## config.mk

```make
export PLATFORM = sky130hd
export DESIGN_NAME = argmax_stream_classifier
export DESIGN_NICKNAME = d
export VERILOG_FILES = /design/src/rtl/argmax_stream_classifier.sv
export SDC_FILE = /design/constraint.sdc
export NUM_CORES = 1
export LEC_CHECK = 0
export BUFFER_PORTS_ARGS = -buffer_cell sky130_fd_sc_hd__buf_2
export CAP_MARGIN = 20
export CORE_MARGIN = 4
export CORE_UTILIZATION = 45
export CTS_CLUSTER_SIZE = 30
export DETAILED_ROUTE_END_ITERATION = 7
export GPL_ROUTABILITY_DRIVEN = 1
export PLACE_DENSITY = 0.74
export SLEW_MARGIN = 20
export SYNTH_ARGS = -nofsm -noshare
export SYNTH_HDL_FRONTEND = slang
export SYNTH_SLANG_ARGS = --single-unit
```

## constraint.sdc

```tcl
create_clock -name clk -period 10.9 [get_ports clk]
set_input_delay 0.545 -clock clk [delete_from_list [all_inputs] [get_ports clk]]
set_output_delay 0.545 -clock clk [all_outputs]
set_load 0.005 [all_outputs]
```

## src/rtl/argmax_stream_classifier.sv

```systemverilog
// Streaming argmax over NUM_CLASS signed scores per frame: one score per beat in,
// one registered result (index, top, runner-up, margin) per frame out.
//
// state     | meaning
// S_COLLECT | no result pending; idx counts accepted beats
// S_HOLD    | result pending on valid_out; input stalls while out_ready is low
module argmax_stream_classifier #(
   parameter int INPUT_BITS = 12,
   parameter int NUM_CLASS  = 10,
   parameter int CLASS_BITS = 4
) (
   input  logic                         clk,
   input  logic                         rst,
   input  logic                         valid_in,
   output logic                         in_ready,
   input  logic signed [INPUT_BITS-1:0] data_in,
   input  logic                         out_ready,
   output logic                         valid_out,
   output logic [CLASS_BITS-1:0]        class_decision,
   output logic signed [INPUT_BITS-1:0] max_value,
   output logic signed [INPUT_BITS-1:0] second_value,
   output logic [INPUT_BITS:0]          margin
);

   typedef enum logic {S_COLLECT, S_HOLD} state_e;

   localparam logic [CLASS_BITS-1:0]        LAST_IDX = CLASS_BITS'(NUM_CLASS - 1);
   localparam logic signed [INPUT_BITS-1:0] MIN_VAL  = {1'b1, {(INPUT_BITS-1){1'b0}}};

   state_e                         state_q;
   logic [CLASS_BITS-1:0]          idx_q;
   logic signed [INPUT_BITS-1:0]   best_q, second_q;
   logic [CLASS_BITS-1:0]          best_idx_q;
   logic signed [INPUT_BITS-1:0]   best_d, second_d;
   logic [CLASS_BITS-1:0]          best_idx_d;
   logic [INPUT_BITS:0]            margin_d;
   logic [CLASS_BITS-1:0]          class_q;
   logic signed [INPUT_BITS-1:0]   max_q, sec_q;
   logic [INPUT_BITS:0]            margin_q;
   logic                           accept, take, last;

   assign valid_out      = (state_q == S_HOLD);
   assign in_ready       = !valid_out || out_ready;
   assign accept         = valid_in && in_ready;
   assign take           = valid_out && out_ready;
   assign last           = (idx_q == LAST_IDX);
   assign class_decision = class_q;
   assign max_value      = max_q;
   assign second_value   = sec_q;
   assign margin         = margin_q;

   // Strict '>' keeps the earliest index on ties; the equal later score drops to second.
   always_comb begin
      best_d     = best_q;
      second_d   = second_q;
      best_idx_d = best_idx_q;
      if (idx_q == '0) begin
         best_d     = data_in;
         second_d   = MIN_VAL;
         best_idx_d = '0;
      end else if (data_in > best_q) begin
         second_d   = best_q;
         best_d     = data_in;
         best_idx_d = idx_q;
      end else if (data_in > second_q) begin
         second_d   = data_in;
      end
      margin_d = {best_d[INPUT_BITS-1], best_d} - {second_d[INPUT_BITS-1], second_d};
   end

   always_ff @(posedge clk) begin
      if (rst) begin
         state_q    <= S_COLLECT;
         idx_q      <= '0;
         best_q     <= '0;
         second_q   <= '0;
         best_idx_q <= '0;
         class_q    <= '0;
         max_q      <= '0;
         sec_q      <= '0;
         margin_q   <= '0;
      end else begin
         if (accept) begin
            idx_q      <= last ? '0 : idx_q + CLASS_BITS'(1);
            best_q     <= best_d;
            second_q   <= second_d;
            best_idx_q <= best_idx_d;
            if (last) begin
               class_q  <= best_idx_d;
               max_q    <= best_d;
               sec_q    <= second_d;
               margin_q <= margin_d;
            end
         end
         case (state_q)
            S_COLLECT: if (accept && last) state_q <= S_HOLD;
            S_HOLD:    if (take && !(accept && last)) state_q <= S_COLLECT;
            default:   state_q <= S_COLLECT;
         endcase
      end
   end

endmodule
```

==> reports/summary.txt <==
total leakage power = 1.95 nW
post-synthesis compound-gate area fraction = 29.1%
Initial Util = 47.0%
initial drt markers = 249
Longest Clk Path Bufs = 2
count of different cell masters after synthesis = 58
number of standard cells after synthesis = 527
buffer count from post-CTS setup fixing = 0
Fmax achieved = 206 MHz
later-pin clock latency in the skew report = 0.35 ns
Final nets = 617
mean cell area of the mapped netlist = 8.35 sq um
total congestion overflow = 0
power per cell area = 144 mW/mm^2
post-layout minimum cycle time = 4.86 ns
switching power = 0.229 mW
critical path launch point type = flop
Setup crit end kind = flop
transition time at the pin with the least slew margin = 1.01 ns
vias in the first global route = 4097
dominant cell type by area after synthesis = dfxtp_1
xor/xnor cell area share of the yosys netlist = 1.19%
final slew viol count = 0
number of buffers inserted by port buffering = 58
data required time at the worst endpoint = 11.15 ns
simple-gate area share of the yosys netlist = 15.8%
total clock buffers created by CTS = 9
worst min-delay path endpoint = margin[3]
Sw Share = 32.2%
Final HPWL DP = 8.76 mm
routability cong. = 0.911
number of search-and-repair iterations in the first detailed-routing pass = 5
Final Hold Viols = 0
diode count = 0
Hold Path Class = reg2reg
adder-cell share of the synthesized area = 10.7%
post-synthesis sequential element count = 74
maxcap violations = 0
r2r setup slk = 6.04 ns
root buffer selected by CTS = clkbuf_8
detailed-route wire length = 12.3 mm
number of clock sinks = 74
routed via count divided by cell count = 6.11
Die Height = 107 microns
final setup violation count = 0
worst max-slew margin expressed relative to the limit = 32.7%
share of synthesized area occupied by flip-flops and latches = 33.7%
FF-to-FF End = margin[10]
setup repair after global routing missed its margin = no
clock tree from TritonCTS = yes
Core Rows = 35
largest family of logic cells by synthesized area = compound AO/OA/AOI/OAI gates
ANT nets after route = 0
relative contribution of combinational cells to total power = 25.4%
ratio of cells with drive above 1 in the final layout = 15.3%
growth of design area from synthesis to finish = 12.6%
top fanout value on the critical path = 49
Tcrit/Tclk final = 44.5%
via count of the routed design = 4262
Total GRT Usage = 21.7%
clock slew seen by the registers of the worst setup and hold paths = 0.08 ns
area of the core = 0.00937 sq mm
share of cell area taken by muxes after synthesis = 3.18%
maximum number of pins on one net before global-route repair = 50
cell-internal power = 0.482 mW
number of synthesized flops with an enable pin = 0
hold bufs inserted after CTS = 0
Die ar. = 0.0114 sq mm
CP arrival = 5.10 ns
width of the die = 107 microns
most frequent cells in the layout = 74 x dfxtp_1, 58 x buf_2, 53 x o21ai_0
warning count from the yosys run = 0
DRC Markers = 0
type of the worst setup path = reg2reg
outcome = finished clean
ys async rst share = 0%
Top FF cell, synth = dfxtp_1
I/O pins = 59
wire length of the first global-routing pass = 20.1 mm
IR drop worst, VDD = 0.0000916 V
sequential share of power = 40.2%
hold path cells = 2
most common library cell in the layout ignoring fill and taps = dfxtp_1
# resized after CTS = 0
Syn Std Cell Area = 0.00440 sq mm
share of the synthesized area in the top cell type = 33.7%
Routed WL per cell = 17.6 microns
initial antenna violation count = 0
part of the power in the clock network = 34.4%
setup TNS = 0 ns
most area-consuming cells after synthesis = dfxtp_1 34%, ha_1 10%, o21ai_0 6.0%, a32oi_1 4.6%, nand2_1 3.2%
hold path startpoint = margin[3]
net count after synthesis = 580
worst reg-to-reg path cell count = 18
RR Startpoint = best_q[11]
clock skew = 0.00906 ns
total power of the final layout = 0.711 mW
number of levels in the clock H-tree = 3
-- routing by layer --
metal	share of wire (%)	GRT usage (%)	up-vias
met5	0	0	-
met4	3.0	8.13	0
met3	6.3	4.52	33
met2	46	35.1	171
met1	45	28.6	2001
li1	-	-	2057
-- final cells by class --
| type | count | area, sq um |
|---|---|---|
| Fill cell | 916 | 4420 |
| Multi-Input combinational cell | 387 | 2640 |
| Tap cell | 129 | 161 |
| Timing Repair Buffer | 65 | 343 |
| Sequential cell | 74 | 1480 |
| Inverter | 27 | 101 |
| Clock inverter | 4 | 75.1 |
| Clock buffer | 11 | 151 |
-- synth_stat cells (all sizes together) (11+ instances only) --
master and number:
nand3 27, a311oi 11, a21oi 26, o21ai 55
nor2 34, a32oi 23, ha 36, dfxtp 74
buf 18, o21a 14, o31ai 12, clkbuf 21
inv 26, mux2i 14, nor3 13, nand2 38
o2111ai 11
-- registers in the layout, summed over array words and instances, names as in the netlist --
signal and cells:
second_q 12, valid_out 1, max_value 12, best_idx_q 4, class_decision 4, idx_q 4
second_value 12, best_q 12, margin 13
-- power groups by stage --
stage          combinational [mW]  clock (mW)  sequential, mW
2_1_floorplan               0.140           0           0.288
3_3_place_gp                0.172           0           0.292
3_5_place_dp                0.177           0           0.292
4_1_cts                     0.178       0.248           0.286
5_1_grt                     0.200       0.259           0.287
6_report                    0.181       0.244           0.286
-- worst max-delay path, cell delays in order, from the launching register on --
cell	delay [ns]
dfxtp_1	0.48
inv_1	0.08
ha_1	0.32
nand3_1	0.10
nor2_1	0.06
a41oi_1	0.30
o211a_2	0.38
buf_4	0.46
nand3_1	0.12
o21ai_0	0.13
ha_1	0.20
inv_1	0.05
fa_1	0.41
a211oi_1	0.40
o21ai_0	0.24
a2111oi_0	0.46
nor3_1	0.15
xor2_1	0.16
a21o_1	0.19
-- stage by stage --
step	setup WS [ns]	hold slack [ns]	utilization, %	cell area, sq um	cells
after floorplan	6.74	0.436	-	4400	527
after global placement	6.07	0.438	50.5	4730	682
after detailed placement	5.97	0.437	50.5	4730	682
after CTS	6.16	0.451	52.9	4960	697
after global routing	5.77	0.478	52.9	4960	697
final	6.04	0.449	52.9	4960	697
-- cell families after synthesis --
| group | after synthesis |
|---|---|
| and+or+nand+nor | 145 |
| adders and majority gates | 37 |
| buffers and inverters | 66 |
| muxes | 14 |
| DFF | 74 |
| xor gates and xnor gates | 6 |
| AOI/OAI and AO/OA | 185 |
-- how the worst max path moves through the flow --
stage	start	end	slack, ns	depth (start not counted)
3_3_place_gp	data_in[5]	margin[10]	6.07	17
5_1_grt	best_q[11]	margin[10]	5.77	18
2_1_floorplan	data_in[9]	margin[10]	6.74	17
4_1_cts	best_q[9]	margin[10]	6.16	18
6_report	best_q[11]	margin[10]	6.04	18
3_5_place_dp	data_in[9]	margin[10]	5.97	18
(Power assumes the default switching activity.)
